## config.mk

```make
export PLATFORM = sky130hd
export DESIGN_NAME = pe_host_loader
export DESIGN_NICKNAME = d
export VERILOG_FILES = /design/src/rtl/pe_host_loader.sv
export SDC_FILE = /design/constraint.sdc
export NUM_CORES = 1
export LEC_CHECK = 0
export BUFFER_PORTS_ARGS = -buffer_cell sky130_fd_sc_hd__buf_2
export CORE_ASPECT_RATIO = 2
export CORE_MARGIN = 8
export CORE_UTILIZATION = 59
export CTS_BUF_LIST = sky130_fd_sc_hd__clkbuf_16
export DETAILED_ROUTE_END_ITERATION = 6
export PLACE_DENSITY = 0.91
export SLEW_MARGIN = 20
export SYNTH_ARGS = -nofsm -noshare
export SYNTH_HDL_FRONTEND = slang
export SYNTH_SLANG_ARGS = --single-unit
```

## constraint.sdc

```tcl
create_clock -name clk -period 8.8 [get_ports clk]
set_clock_uncertainty 0.05 [all_clocks]
set_input_delay 0.88 -clock clk [delete_from_list [all_inputs] [get_ports clk]]
set_output_delay 0.88 -clock clk [all_outputs]
set_load 0.005 [all_outputs]
```

## src/rtl/pe_host_loader.sv

```systemverilog
// Host-side loader for the SIMD core: turns a command/data word stream into instruction
// and operand RAM writes, kicks the core, and streams result rows back out lane by lane.
module pe_host_loader #(
    parameter int DATA_LEN    = 32,
    parameter int PE_ELEMENTS = 4,
    parameter int INST_LEN    = 12,
    parameter int PC_LEN      = 12,
    parameter int DRAM_DEPTH  = 256,
    parameter int DRAM_ADDR_WIDTH = $clog2(DRAM_DEPTH)
) (
    input  logic                            clk,
    input  logic                            rstn,
    input  logic                            s_valid,
    output logic                            s_ready,
    input  logic [DATA_LEN-1:0]             s_data,
    output logic                            m_valid,
    input  logic                            m_ready,
    output logic [DATA_LEN-1:0]             m_data,
    output logic                            inst_wr_en,
    output logic [PC_LEN-1:0]               inst_wr_addr,
    output logic [INST_LEN-1:0]             inst_wr_data,
    output logic                            ram_a_wr_en,
    output logic [DRAM_ADDR_WIDTH-1:0]      ram_a_wr_addr,
    output logic [PE_ELEMENTS*DATA_LEN-1:0] ram_a_wr_data,
    output logic                            ram_b_wr_en,
    output logic [DRAM_ADDR_WIDTH-1:0]      ram_b_wr_addr,
    output logic [PE_ELEMENTS*DATA_LEN-1:0] ram_b_wr_data,
    output logic                            res_rd_en,
    output logic [DRAM_ADDR_WIDTH-1:0]      res_rd_addr,
    input  logic [PE_ELEMENTS*DATA_LEN-1:0] res_rd_data,
    output logic                            core_start,
    input  logic                            core_done,
    output logic                            busy,
    output logic                            err
);

    localparam int ROW_W  = PE_ELEMENTS * DATA_LEN;
    localparam int LANE_W = (PE_ELEMENTS > 1) ? $clog2(PE_ELEMENTS) : 1;
    localparam logic [LANE_W-1:0] LAST_LANE = LANE_W'(PE_ELEMENTS - 1);

    localparam logic [3:0] CMD_LOAD_INST = 4'd0;
    localparam logic [3:0] CMD_LOAD_A    = 4'd1;
    localparam logic [3:0] CMD_LOAD_B    = 4'd2;
    localparam logic [3:0] CMD_RUN       = 4'd3;
    localparam logic [3:0] CMD_READ_RES  = 4'd4;

    typedef enum logic [2:0] {
        S_HDR,
        S_LOAD_INST,
        S_LOAD_ROW,
        S_START,
        S_WAIT_DONE,
        S_RD_REQ,
        S_RD_WAIT,
        S_RD_SEND
    } state_t;

    state_t state, state_next;

    logic [11:0]       count;
    logic [11:0]       base;
    logic [11:0]       item_cnt;
    logic [LANE_W-1:0] lane_cnt;
    logic              load_b;
    logic [ROW_W-1:0]  row_buf;
    logic [ROW_W-1:0]  row_next;
    logic [ROW_W-1:0]  res_buf;

    logic        s_fire;
    logic        m_fire;
    logic        last_item;
    logic        last_lane;
    logic [3:0]  hdr_cmd;
    logic [11:0] hdr_count;
    logic [11:0] hdr_base;

    assign hdr_cmd   = s_data[31:28];
    assign hdr_count = s_data[27:16];
    assign hdr_base  = s_data[11:0];
    assign s_fire    = s_valid && s_ready;
    assign m_fire    = m_valid && m_ready;
    assign last_item = (item_cnt == count - 12'd1);
    assign last_lane = (lane_cnt == LAST_LANE);

    always_ff @(posedge clk or negedge rstn) begin
        if (!rstn) begin
            state <= S_HDR;
        end else begin
            state <= state_next;
        end
    end

    // Next-state logic plus all outputs that follow directly from the current state.
    always_comb begin
        state_next  = state;
        s_ready     = 1'b0;
        busy        = 1'b1;
        core_start  = 1'b0;
        res_rd_en   = 1'b0;
        res_rd_addr = DRAM_ADDR_WIDTH'(base) + DRAM_ADDR_WIDTH'(item_cnt);
        m_valid     = 1'b0;
        m_data      = res_buf[lane_cnt*DATA_LEN +: DATA_LEN];
        row_next    = row_buf;
        row_next[lane_cnt*DATA_LEN +: DATA_LEN] = s_data;

        case (state)
            S_HDR: begin
                s_ready = 1'b1;
                busy    = 1'b0;
                if (s_fire) begin
                    case (hdr_cmd)
                        CMD_LOAD_INST: if (hdr_count != 12'd0) state_next = S_LOAD_INST;
                        CMD_LOAD_A,
                        CMD_LOAD_B:    if (hdr_count != 12'd0) state_next = S_LOAD_ROW;
                        CMD_RUN:       state_next = S_START;
                        CMD_READ_RES:  if (hdr_count != 12'd0) state_next = S_RD_REQ;
                        default:       state_next = S_HDR;
                    endcase
                end
            end
            S_LOAD_INST: begin
                s_ready = 1'b1;
                if (s_fire && last_item) state_next = S_HDR;
            end
            S_LOAD_ROW: begin
                s_ready = 1'b1;
                if (s_fire && last_lane && last_item) state_next = S_HDR;
            end
            S_START: begin
                core_start = 1'b1;
                state_next = S_WAIT_DONE;
            end
            S_WAIT_DONE: begin
                if (core_done) state_next = S_HDR;
            end
            S_RD_REQ: begin
                res_rd_en  = 1'b1;
                state_next = S_RD_WAIT;
            end
            S_RD_WAIT: begin
                state_next = S_RD_SEND;
            end
            S_RD_SEND: begin
                m_valid = 1'b1;
                if (m_fire && last_lane) state_next = last_item ? S_HDR : S_RD_REQ;
            end
            default: state_next = S_HDR;
        endcase
    end

    // Datapath: header capture, item/lane counters, row assembly and the registered write ports.
    always_ff @(posedge clk or negedge rstn) begin
        if (!rstn) begin
            count         <= '0;
            base          <= '0;
            item_cnt      <= '0;
            lane_cnt      <= '0;
            load_b        <= 1'b0;
            row_buf       <= '0;
            res_buf       <= '0;
            err           <= 1'b0;
            inst_wr_en    <= 1'b0;
            inst_wr_addr  <= '0;
            inst_wr_data  <= '0;
            ram_a_wr_en   <= 1'b0;
            ram_a_wr_addr <= '0;
            ram_a_wr_data <= '0;
            ram_b_wr_en   <= 1'b0;
            ram_b_wr_addr <= '0;
            ram_b_wr_data <= '0;
        end else begin
            inst_wr_en  <= 1'b0;
            ram_a_wr_en <= 1'b0;
            ram_b_wr_en <= 1'b0;

            case (state)
                S_HDR: begin
                    if (s_fire) begin
                        count    <= hdr_count;
                        base     <= hdr_base;
                        load_b   <= (hdr_cmd == CMD_LOAD_B);
                        item_cnt <= '0;
                        lane_cnt <= '0;
                        if (hdr_cmd > CMD_READ_RES) err <= 1'b1;
                    end
                end
                S_LOAD_INST: begin
                    if (s_fire) begin
                        inst_wr_en   <= 1'b1;
                        inst_wr_addr <= PC_LEN'(base) + PC_LEN'(item_cnt);
                        inst_wr_data <= s_data[INST_LEN-1:0];
                        item_cnt     <= item_cnt + 12'd1;
                    end
                end
                S_LOAD_ROW: begin
                    if (s_fire) begin
                        row_buf <= row_next;
                        if (last_lane) begin
                            lane_cnt <= '0;
                            item_cnt <= item_cnt + 12'd1;
                            if (load_b) begin
                                ram_b_wr_en   <= 1'b1;
                                ram_b_wr_addr <= DRAM_ADDR_WIDTH'(base) + DRAM_ADDR_WIDTH'(item_cnt);
                                ram_b_wr_data <= row_next;
                            end else begin
                                ram_a_wr_en   <= 1'b1;
                                ram_a_wr_addr <= DRAM_ADDR_WIDTH'(base) + DRAM_ADDR_WIDTH'(item_cnt);
                                ram_a_wr_data <= row_next;
                            end
                        end else begin
                            lane_cnt <= lane_cnt + LANE_W'(1);
                        end
                    end
                end
                S_RD_WAIT: begin
                    res_buf  <= res_rd_data;
                    lane_cnt <= '0;
                end
                S_RD_SEND: begin
                    if (m_fire) begin
                        if (last_lane) begin
                            lane_cnt <= '0;
                            item_cnt <= item_cnt + 12'd1;
                        end else begin
                            lane_cnt <= lane_cnt + LANE_W'(1);
                        end
                    end
                end
                default: ;
            endcase
        end
    end

endmodule

```

Word-level counts from Yosys, hierarchy flattened
Cells that the tools add are included.
{"block": "op_classes", "n_addsub": 6, "n_lt_le_gt_ge": 1, "eq_ne": 24, "shift": 3, "muxes": 38, "bitwise": 1, "n_reduce_logical": 22}
{"operator": "bitwise mux 128 bit", "count": 1}
{"operator": "variable shift 32 x 34 -> 128 bit (first input constant)", "count": 1}
{"operator": "variable part select 128 x 8 -> 32 bit", "count": 1}
{"operator": "variable part select 32 x 34 -> 128 bit", "count": 1}
{"operator": "two-way mux 12 bit", "count": 5}
{"operator": "one-hot mux 12 bit (4 select lines)", "count": 1}
{"operator": "negation 7 -> 34 bit", "count": 1}
{"operator": "two-way mux 3 bit", "count": 9}
{"operator": "one-hot mux 3 bit (8 select lines)", "count": 1}
{"operator": "inequality test 2 bit (second input constant)", "count": 8}
{"operator": "two-way mux 1 bit", "count": 15}
{"operator": "adder 12 x 1 -> 12 bit (second input constant)", "count": 1}
{"operator": "adder 12 bit", "count": 1}
{"operator": "equality test 12 bit", "count": 1}
{"operator": "equality test 3 bit (second input constant)", "count": 4}
{"operator": "one-hot mux 3 bit (4 select lines)", "count": 1}
{"operator": "AND reduction 4 bit", "count": 3}
{"operator": "nonzero test 12 bit", "count": 1}
{"operator": "subtractor 12 x 1 -> 12 bit (second input constant)", "count": 1}
{"operator": "inequality test 3 bit (second input constant)", "count": 3}
{"operator": "adder 8 bit", "count": 1}
{"operator": "equality test 4 x 2 -> 1 bit (second input constant)", "count": 2}
{"operator": "two-way mux 2 bit", "count": 4}
{"operator": "one-hot mux 2 bit (4 select lines)", "count": 1}
{"operator": "18 further kinds", "count": 27}
{"block": "word_totals", "ff_bits": 598, "input_bits": 165, "out_inout_bits": 345, "elab_cells": 113}

Depth between registers and ports, before layout
Gate-level depths: netlist of run 1.
{"block": "depth", "word_depth": 8, "ltp_mapped": 11, "mapped_depth_nobuf": 10}

Worst setup path after synthesis of run 1
No wires, ideal clock.
{"block": "synth_path", "path_type": "register to register", "from": "register lane_cnt[1]", "to": "register row_buf[100]", "arrival_ns": 2.703, "required_ns": 8.684, "path_slack_ns": 5.981, "stages_incl_launch_ff": 10, "n_path_buf": 4, "synth_period_minus_slack_ns": 2.819, "cell_sequence": "dfrtp_1 > clkbuf_1 > clkbuf_1 > inv_1 > ha_1 > nor4b_1 > and3_1 > clkbuf_1 > buf_2 > a22o_1"}
{"block": "synth_between", "elab_chain_cells": 3}
{"element": "start: declaration", "line": "63", "source": "logic [LANE_W-1:0] lane_cnt;"}
{"element": "start signal: assignment", "line": "211", "source": "lane_cnt <= lane_cnt + LANE_W'(1);"}
{"element": "start signal: assignment", "line": "225", "source": "lane_cnt <= lane_cnt + LANE_W'(1);"}
{"element": "negation 7 -> 34 bit (*)", "line": "104", "source": "row_next[lane_cnt*DATA_LEN +: DATA_LEN] = s_data;"}
{"element": "variable part select 32 x 34 -> 128 bit / variable shift 32 x 34 -> 128 bit (equally long branches)", "line": "104"}
{"element": "bitwise mux 128 bit (*)", "line": "104"}
{"element": "end signal: assignment", "line": "197", "source": "row_buf <= row_next;"}
{"element": "end: declaration", "line": "65", "source": "logic [ROW_W-1:0] row_buf;"}
Mark *: on every way between the ends. The rest lies on a longest branch, timed or not.
A chain may end at the register's enable or synchronous reset.

Worst setup path in the final report of run 1
{"block": "layout_path", "from": "register state[0]", "to": "register ram_a_wr_addr[0]"}
{"block": "layout_between", "elab_chain_cells": 5}
{"element": "start: declaration", "line": "58", "source": "state_t state, state_next;"}
{"element": "start signal: assignment", "line": "89", "source": "state <= state_next;"}
{"element": "equality test 3 x 2 -> 1 bit (tied with other cells)", "line": "106, 176"}
{"element": "OR reduction 3 bit (no source line)"}
{"element": "two-way mux 1 bit", "line": "106", "source": "case (state)"}
{"element": "logical AND 1 bit", "line": "80", "source": "assign s_fire = s_valid && s_ready;"}
{"element": "AND reduction 4 bit (no source line) (*)"}
{"element": "end signal: assignment", "line": "207", "source": "ram_a_wr_addr <= DRAM_ADDR_WIDTH'(base) + DRAM_ADDR_WIDTH'(item_cnt);"}
{"element": "end: declaration", "line": "23", "source": "output logic [DRAM_ADDR_WIDTH-1:0] ram_a_wr_addr,"}
Marked as above.

==> results of run 1 <==
## power by group through the flow
stage	clock [uW]	combinational, uW	sequential (uW)
floorplan	0	1280	3470
global placement	0	1900	3540
detailed placement	0	1990	3600
CTS	2270	2010	3560
global route	2370	2160	3630
finish	2240	2000	3570
## registers in the layout, indices dropped and copies added (netlist names), 12 cells and up
signal,cells
ram_a_wr_data,128
ram_b_wr_data,128
inst_wr_data,12
item_cnt,12
base,12
count,12
res_buf,128
inst_wr_addr,12
row_buf,128
## metrics by stage
step	total power [uW]	std cells	instance area, um2
floorplan	4740	2197	25000
global placement	5440	3089	27900
detailed placement	5590	3089	27900
CTS	7840	3178	29500
global route	8150	3183	29500
finish	7820	3184	29500
## logic make-up after synthesis
kind of cell / after synthesis / synth area share, %
buffers and inverters: 204 / 3.09
xor gates and xnor gates: 32 / 1.12
and+or+nand+nor: 546 / 10.3
AOI/OAI and AO/OA: 600 / 14.4
adders and majority gates: 20 / 1.03
DFF: 598 / 59.8
muxes: 197 / 10.3
## synth_stat cells (all sizes together) (2+ instances only)
library cell  number
nand2b             8
o31ai              3
nand2            314
clkbuf           167
and2               3
inv               21
o21a              10
a21o               3
xor2              18
nor4               6
mux2             165
a211o              3
o21ai            292
and3              11
nor2              29
ha                19
nand4              5
or3                2
a21oi            143
a22o             131
nor4b              2
mux4              32
nand4b             2
o211ai             3
nor2b            133
nor3              13
o22ai              2
dfrtp            598
xnor2             14
or2                2
nand3             10
buf               16
## layout by cell type (no fill, tap or decap), types with 5 or more instances in the layout
cell type	Yosys	layout
nor2_1	29	29
o21a_1	10	10
clkinv_1	0	7
diode_2	0	5
ha_1	19	16
a22o_1	131	131
nor3_1	11	8
a21oi_1	141	141
mux2_2	163	163
bufinv_16	0	6
nand2b_1	8	8
clkbuf_16	0	50
nor3_2	2	5
dfrtp_1	598	596
nand2_1	314	311
and3_1	11	10
buf_4	0	15
buf_2	6	508
o21ai_0	292	292
mux4_2	32	32
xor2_1	18	18
nand4_1	5	5
inv_1	21	30
nand3_1	9	7
nor4_1	5	5
nor2b_1	133	133
clkinv_2	0	8
xnor2_1	14	14
## routing by layer
metal  track usage, %  up-vias  share of wire [%]
met2             46.7     1165                 47
met3             6.81      239                9.5
met4             15.3        0                5.4
met1             38.3     9655                 38
met5                0        -                  0
li1                 -     8427                  -
## how the worst max path moves through the flow
| stage | start | endpoint | cells past startpoint |
|---|---|---|---|
| floorplan | lane_cnt[1] | row_buf[100] | 9 |
| finish | state[0] | ram_a_wr_addr[0] | 10 |
| global placement | s_valid | ram_a_wr_addr[0] | 11 |
| detailed placement | s_valid | ram_a_wr_data[35] | 9 |
| global route | state[0] | ram_a_wr_addr[0] | 10 |
| CTS | state[0] | ram_a_wr_addr[0] | 10 |
## area by class of cell
type / count / area (um2) / area share (%)
Inverter: 21 / 78.8 / 0.267
Clock buffer: 50 / 1250 / 4.24
Sequential cell: 598 / 15000 / 50.7
Timing Repair Buffer: 531 / 2800 / 9.48
Clock inverter: 39 / 362 / 1.22
Tap cell: 545 / 682 / 2.31
Multi-Input combinational cell: 1395 / 9380 / 31.8
Antenna cell: 5 / 12.5 / 0.0424
## worst max-delay path, cell delays in order (launching register included)
cell,delay [ns]
dfrtp_1,0.78
nand2b_1,0.24
nor2_1,0.10
and2_0,0.35
nand2_1,0.13
or2_4,0.62
buf_4,0.66
buf_6,0.68
inv_1,0.17
nand2_1,0.13
nand2_1,0.05
==> impl_metrics.json, run 1 <==
{
  "outcome": "finished, violations left",
  "violations": "DRC",
  "syn_area_um2": 25000,
  "wl_per_cell_um": 23.7,
  "avgSynthCellArea_um2": 11.4,
  "vias_per_cell": 6.12,
  "root_buffer": "clkbuf_16",
  "gp_congestion": 0.886,
  "fillers": 2884,
  "yosysTopAreaCell": "dfrtp_1",
  "finalMaxSlewViolations": 0,
  "critPathArrivalTime_ns": 4.63,
  "final_core_util_pct": 69.8,
  "grt_usage_pct": 29.7,
  "ioPinCount": 510,
  "cts_tree": "yes",
  "first_iter_violations": 1993,
  "ctsResizeCount": 0,
  "critPathLaunchType": "flop",
  "synthFlopType": "dfrtp_1",
  "die_h_um": 307,
  "slew-limit-headroom_pct": 34.9,
  "synthToLayoutAreaGrowth_pct": 17.9,
  "drt-total-wl_mm": 75.4,
  "numClockSinks": 598,
  "crit_type": "reg -> reg",
  "finalCritPeriodShare_pct": 47.9,
  "drive_above_1_share_pct": 31.4,
  "hpwlAfterDp_mm": 51.6,
  "portBuffers": 509,
  "ctsLongestPathBuffers": 3,
  "ys_seq_elements": 598,
  "synthTopCellsByArea": "dfrtp_1, mux2_2, o21ai_0",
  "r2r_slack_ns": 4.59,
  "yosysTopAreaCellShare_pct": 59.8,
  "start_util_pct": 59.2,
  "vias": 19486,
  "core-area_um2": 42300,
  "seq_area_frac_synth_pct": 59.8,
  "grt_pass1_vias": 19786,
  "worst-slew-pin-transition_ns": 0.977,
  "row_count": 107,
  "die-area_um2": 49700,
  "setup_viol": 0,
  "antenna_found_initial": 5,
  "whs_ns": 0.117,
  "path_clk_slew_ns": 0.07,
  "cts_buffers": 49,
  "cts_hold_buf": 0,
  "synth_nets": 2382,
  "die_w_um": 162,
  "nNetsFinal": 2781,
  "finalHoldViolations": 0,
  "combPwrFrac_pct": 25.6,
  "worstPathRequired_ns": 9.22,
  "postCtsSetupBuffers": 0,
  "grt_setup_unrepaired": "no",
  "netlist_instances": 2197,
  "max_freq_mhz": 237,
  "seqPwrFrac_pct": 45.7,
  "r2r_cells": 10,
  "synth_edf_count": 0,
  "grt.overflow.total": 0,
  "totalNegativeSetupSlack_ns": 0,
  "leakage_uw": 0.0146,
  "end_kind": "flop",
  "htreeDepth": 2,
  "setup_ws_ns": 4.59,
  "yosysUniqueCellTypes": 60,
  "clkLatencyLatePin_ns": 0.58,
  "p_per_area_nw_per_um2": 265,
  "grt_pass1_wl_mm": 115,
  "post-place-ws_ns": 4.35,
  "p_switching_uw": 2420,
  "reg2reg_from": "state[0]",
  "grt_max_degree": 197,
  "min_period_ns": 4.21,
  "first_pass_iters": 7,
  "sw_frac_of_total_pct": 31.0,
  "ir_worst_vdd_v": 0.000290,
  "p_clk_share_pct": 28.7,
  "drc": 3,
  "ant_nets": 0,
  "min_path_type": "in -> async",
  "p_int_uw": 5390,
  "maxCapViolCount": 0,
  "synthArstFlopShare_pct": 100,
  "worst-path-max-fanout": 130,
  "yosysWarnings": 0,
  "r2r_end": "ram_a_wr_addr[0]"
}
Note: power is estimated with default switching activity, not from simulation.
==> run 2, diff against run 1 <==
--- a/config.mk
+++ b/config.mk
@@ -8,10 +8,10 @@
 export BUFFER_PORTS_ARGS = -buffer_cell sky130_fd_sc_hd__buf_2
 export CORE_ASPECT_RATIO = 2
 export CORE_MARGIN = 8
-export CORE_UTILIZATION = 59
+export CORE_UTILIZATION = 50
 export CTS_BUF_LIST = sky130_fd_sc_hd__clkbuf_16
 export DETAILED_ROUTE_END_ITERATION = 6
-export PLACE_DENSITY = 0.91
+export PLACE_DENSITY = 0.83
 export SLEW_MARGIN = 20
 export SYNTH_ARGS = -nofsm -noshare
 export SYNTH_HDL_FRONTEND = slang
==> constraint.sdc (replaced) <==
create_clock -name clk -period 3.65 [get_ports clk]
set_clock_uncertainty 0.05 [all_clocks]
set_input_delay 0.365 -clock clk [delete_from_list [all_inputs] [get_ports clk]]
set_output_delay 0.365 -clock clk [all_outputs]
set_load 0.005 [all_outputs]
==> impl_metrics.json, run 2 (synthesized netlist as in run 1, its figures left out) <==
{
  "outcome": "finished clean",
  "ioPinCount": 510,
  "portBuffers": 509,
  "synthToLayoutAreaGrowth_pct": 24.3,
  "die_h_um": 333,
  "totalNegativeSetupSlack_ns": 0,
  "critPathLaunchType": "flop",
  "final_cell_mix": "dfrtp_1, buf_2, nand2_1, o21ai_0, mux2_2",
  "drc": 0,
  "whs_ns": 0.0350,
  "stdcell_count": 3438,
  "min_path_type": "in -> reg",
  "cts_tree": "yes",
  "clkLatencyLatePin_ns": 0.59,
  "r2r_cells": 5,
  "place_area_um2": 28300,
  "fillers": 3704,
  "finalMaxSlewViolations": 0,
  "nNetsFinal": 2932,
  "drt-total-wl_mm": 82.9,
  "drive_above_1_share_pct": 30.4,
  "antenna_found_initial": 4,
  "maxCapViolCount": 0,
  "worstPathRequired_ns": 3.23,
  "root_buffer": "clkbuf_16",
  "max_freq_mhz": 305,
  "hpwlAfterDp_mm": 56.6,
  "die-area_um2": 57900,
  "start_util_pct": 50.3,
  "ctsResizeCount": 0,
  "worst-slew-pin-transition_ns": 1.06,
  "ctsLongestPathBuffers": 3,
  "ir_worst_vdd_v": 0.000565,
  "die_w_um": 174,
  "vias": 19911,
  "cts_hold_buf": 125,
  "critPathArrivalTime_ns": 2.87,
  "final_core_util_pct": 62.5,
  "htreeDepth": 2,
  "whs_path_depth": 2,
  "mostFrequentLayoutCell": "dfrtp_1",
  "end_kind": "output port",
  "crit_type": "reg -> out",
  "grt_pass1_vias": 21116,
  "row_count": 116,
  "first_iter_violations": 1444,
  "wl_per_cell_um": 24.1,
  "finalCritPeriodShare_pct": 90.0,
  "ant_nets": 0,
  "finalHoldViolations": 0,
  "core-area_um2": 49800,
  "grt_pass1_wl_mm": 127,
  "grt_max_degree": 104,
  "slew-limit-headroom_pct": 29.4,
  "grt_usage_pct": 28.1,
  "finish.instance_area_um2": 31100,
  "cts_buffers": 49,
  "leakage_uw": 0.0152,
  "min_period_ns": 3.28,
  "postCtsSetupBuffers": 0,
  "numClockSinks": 598,
  "worst-path-max-fanout": 6,
  "grt.overflow.total": 0,
  "first_pass_iters": 5,
  "grt_setup_unrepaired": "no",
  "dp.cells": 3220,
  "vias_per_cell": 5.79,
  "setup_viol": 0,
  "gp_congestion": 0.856,
  "p_per_area_nw_per_um2": 607,
  "path_clk_slew_ns": 0.07
}
run 2: layer usage:
layer	global-route usage [%]	vias up	share of wire, %
met2	49.0	976	51
li1	-	8709	-
met3	6.74	261	7.6
met5	0	-	0
met4	17.7	0	7.0
met1	30.3	9965	35
run 2: area by class of cell:
type | count | area (um2) | area share, %
Multi-Input combinational cell | 1395 | 9370 | 30.1
Sequential cell | 598 | 15000 | 48.1
Timing Repair Buffer | 682 | 4330 | 13.9
Clock buffer | 51 | 1280 | 4.10
Inverter | 21 | 78.8 | 0.253
Clock inverter | 38 | 288 | 0.924
Tap cell | 649 | 812 | 2.61
Antenna cell | 4 | 10.0 | 0.0322
run 2: final timing paths:
kind                                          from                 end  slack [ns]
worst min register to register  ram_a_wr_data[119]  ram_a_wr_data[119]        0.42
min in group asynchronous                     rstn    ram_a_wr_addr[4]        0.33
worst min-delay path               res_rd_data[18]         res_buf[18]        0.03
worst max-delay path                   item_cnt[1]      res_rd_addr[5]        0.37
worst max register to register            state[0]         row_buf[49]        0.77
max in group asynchronous                     rstn   ram_b_wr_data[50]        2.18
run 2: stage by stage:
| step | power (uW) | worst slack (ns) |
|---|---|---|
| final | 18900 | 0.366 |
| after global routing | 19700 | 0.229 |
| after CTS | 18800 | 0.388 |
| after detailed placement | 13400 | 0.774 |
| after global placement | 13100 | 0.894 |
| after floorplan | 11400 | 0.831 |
run 2: power breakdown:
part	total, uW	switching (uW)	leakage (uW)	internal, uW
clock network	5300	2470	0.000782	2820
registers	8620	823	0.00792	7800
logic	4990	2590	0.00654	2400
run 2: critical path: stages, from the launching register on:
cell	delay, ns
dfrtp_1	0.48
ha_1	0.33
a211o_1	0.31
o211ai_1	0.16
nand2b_1	0.11
a21oi_1	0.19
xor2_1	0.47
inv_1	0.08
buf_2	0.15
==> run 3, diff against run 2 <==
--- a/config.mk
+++ b/config.mk
@@ -8,10 +8,10 @@
 export BUFFER_PORTS_ARGS = -buffer_cell sky130_fd_sc_hd__buf_2
 export CORE_ASPECT_RATIO = 2
 export CORE_MARGIN = 8
-export CORE_UTILIZATION = 50
+export CORE_UTILIZATION = 40
 export CTS_BUF_LIST = sky130_fd_sc_hd__clkbuf_16
 export DETAILED_ROUTE_END_ITERATION = 6
-export PLACE_DENSITY = 0.83
+export PLACE_DENSITY = 0.7
 export SLEW_MARGIN = 20
 export SYNTH_ARGS = -nofsm -noshare
 export SYNTH_HDL_FRONTEND = slang
==> impl_metrics.json, run 3 (synthesized netlist as in run 1, its figures left out) <==
{
  "critPathLaunchType": "flop",
  "finalMaxSlewViolations": 0,
  "wl_per_cell_um": 23.3,
  "min_period_ns": 3.20,
  "first_pass_iters": 5,
  "ir_worst_vdd_v": 0.000630,
  "finalCritPeriodShare_pct": 87.6,
  "critPathArrivalTime_ns": 2.78,
  "p_per_area_nw_per_um2": 611,
  "crit_type": "reg -> out",
  "mostFrequentLayoutCell": "dfrtp_1",
  "ctsLongestPathBuffers": 3,
  "min_path_type": "in -> reg",
  "path_delay_family": "compound AO/OA/AOI/OAI gates",
  "max_freq_mhz": 313,
  "antenna_found_initial": 5,
  "htreeDepth": 2,
  "setup_viol": 0,
  "hpwlAfterDp_mm": 54.8,
  "cpMostUsedCell": "a21oi_1",
  "portBuffers": 509,
  "path_buf_inv": 2,
  "final_cell_mix": "dfrtp_1, buf_2, nand2_1, o21ai_0, mux2_2",
  "drc": 0,
  "vias": 19762,
  "path_cells": "ha_1, a211o_1, o211ai_1, a21oi_1, a21oi_1, xor2_1, inv_1, buf_2",
  "slew-limit-headroom_pct": 43.3,
  "nNetsFinal": 2935,
  "start_util_pct": 40.1,
  "numClockSinks": 598,
  "end_kind": "output port",
  "root_buffer": "clkbuf_16",
  "gp_congestion": 0.874,
  "grt_pass1_wl_mm": 127,
  "ant_nets": 0,
  "grt.met3_usage_pct": 6.34,
  "ctsResizeCount": 0,
  "power_uw": 19300,
  "grt_setup_unrepaired": "no",
  "outcome": "finished clean",
  "worst-path-max-fanout": 6,
  "grt_pass1_vias": 20230,
  "drive_above_1_share_pct": 30.4,
  "core-area_um2": 62500,
  "row_count": 130,
  "cts_buffers": 53,
  "die-area_um2": 71400,
  "die_w_um": 193,
  "die_h_um": 370,
  "grt.overflow.total": 0,
  "multi_input_area_um2": 9370,
  "first_iter_violations": 1411,
  "seq_area_um2": 15000,
  "crit_path_top_delay_cell": "dfrtp_1",
  "grt_usage_pct": 23.0,
  "ioPinCount": 510,
  "use_met2_pct": 35.0,
  "grt_max_degree": 183,
  "maxCapViolCount": 0,
  "finalHoldViolations": 0,
  "slowest_delay_ns": 0.48,
  "clkLatencyLatePin_ns": 0.60,
  "drt-total-wl_mm": 83.6,
  "fillers": 5455,
  "cts_tree": "yes",
  "totalNegativeSetupSlack_ns": 0,
  "worstPathRequired_ns": 3.23,
  "path_clk_slew_ns": 0.07,
  "busiest_layer": "met2",
  "worst-slew-pin-transition_ns": 0.850,
  "synthToLayoutAreaGrowth_pct": 25.8,
  "leakage_uw": 0.0153,
  "grt.met1_usage_pct": 30.6,
  "vias_per_cell": 5.50
}
## run 3: through the flow
step | std cells | utilization, % | setup WS [ns] | hold WS, ns | cell area, um2
global placement | 3357 | 45.6 | 0.992 | 0.403 | 28500
floorplan | 2197 | - | 0.831 | 0.0194 | 25000
global route | 3587 | 50.4 | 0.249 | 0.160 | 31500
CTS | 3583 | 50.3 | 0.370 | 0.130 | 31400
detailed placement | 3357 | 45.6 | 0.922 | 0.413 | 28500
finish | 3592 | 50.4 | 0.451 | 0.159 | 31500
## run 3: final cells by class
class                      instances  share of cell area (%)
timing repair buffer             681                    13.9
sequential                       598                    47.5
multi-input combinational       1395                    29.8
antenna                            8                  0.0636
clock buffer                      54                    4.29
inverter                          21                   0.250
clock inverter                    43                    1.10
tap                              792                    3.15
## run 3: worst paths after layout
check                             startpoint  cells past startpoint  slack (ns)            endpoint
min in group asynchronous               rstn                      2        0.27   ram_b_wr_data[13]
min reg2reg                ram_b_wr_data[35]                      2        0.42   ram_b_wr_data[35]
max                              item_cnt[1]                      8        0.45      res_rd_addr[7]
max reg2reg                         state[2]                      7        0.85  ram_a_wr_data[120]
max in group asynchronous               rstn                      4        2.15   ram_a_wr_data[78]
min                               s_data[15]                      2        0.16        row_buf[111]
## run 3: layer usage
metal  up-vias  routed length, um
met3       196               8070
met2       972              37600
li1       8753                  -
met1      9839              34300
met5         -                 13
met4         2               3570
## run 3: what timing repair did
| item | in CTS | in global routing |
|---|---|---|
| hold endpoints to repair | 236 | 0 |
| setup endpoints to repair | 0 | 0 |
| hold buffers | 129 | 0 |
| setup buffers | 0 | 0 |
## run 3: power breakdown
| part | leakage [uW] | switching (uW) | internal, uW |
|---|---|---|---|
| combinational | 0.00654 | 2630 | 2400 |
| sequential | 0.00792 | 829 | 7800 |
| clock | 0.000868 | 2600 | 2990 |
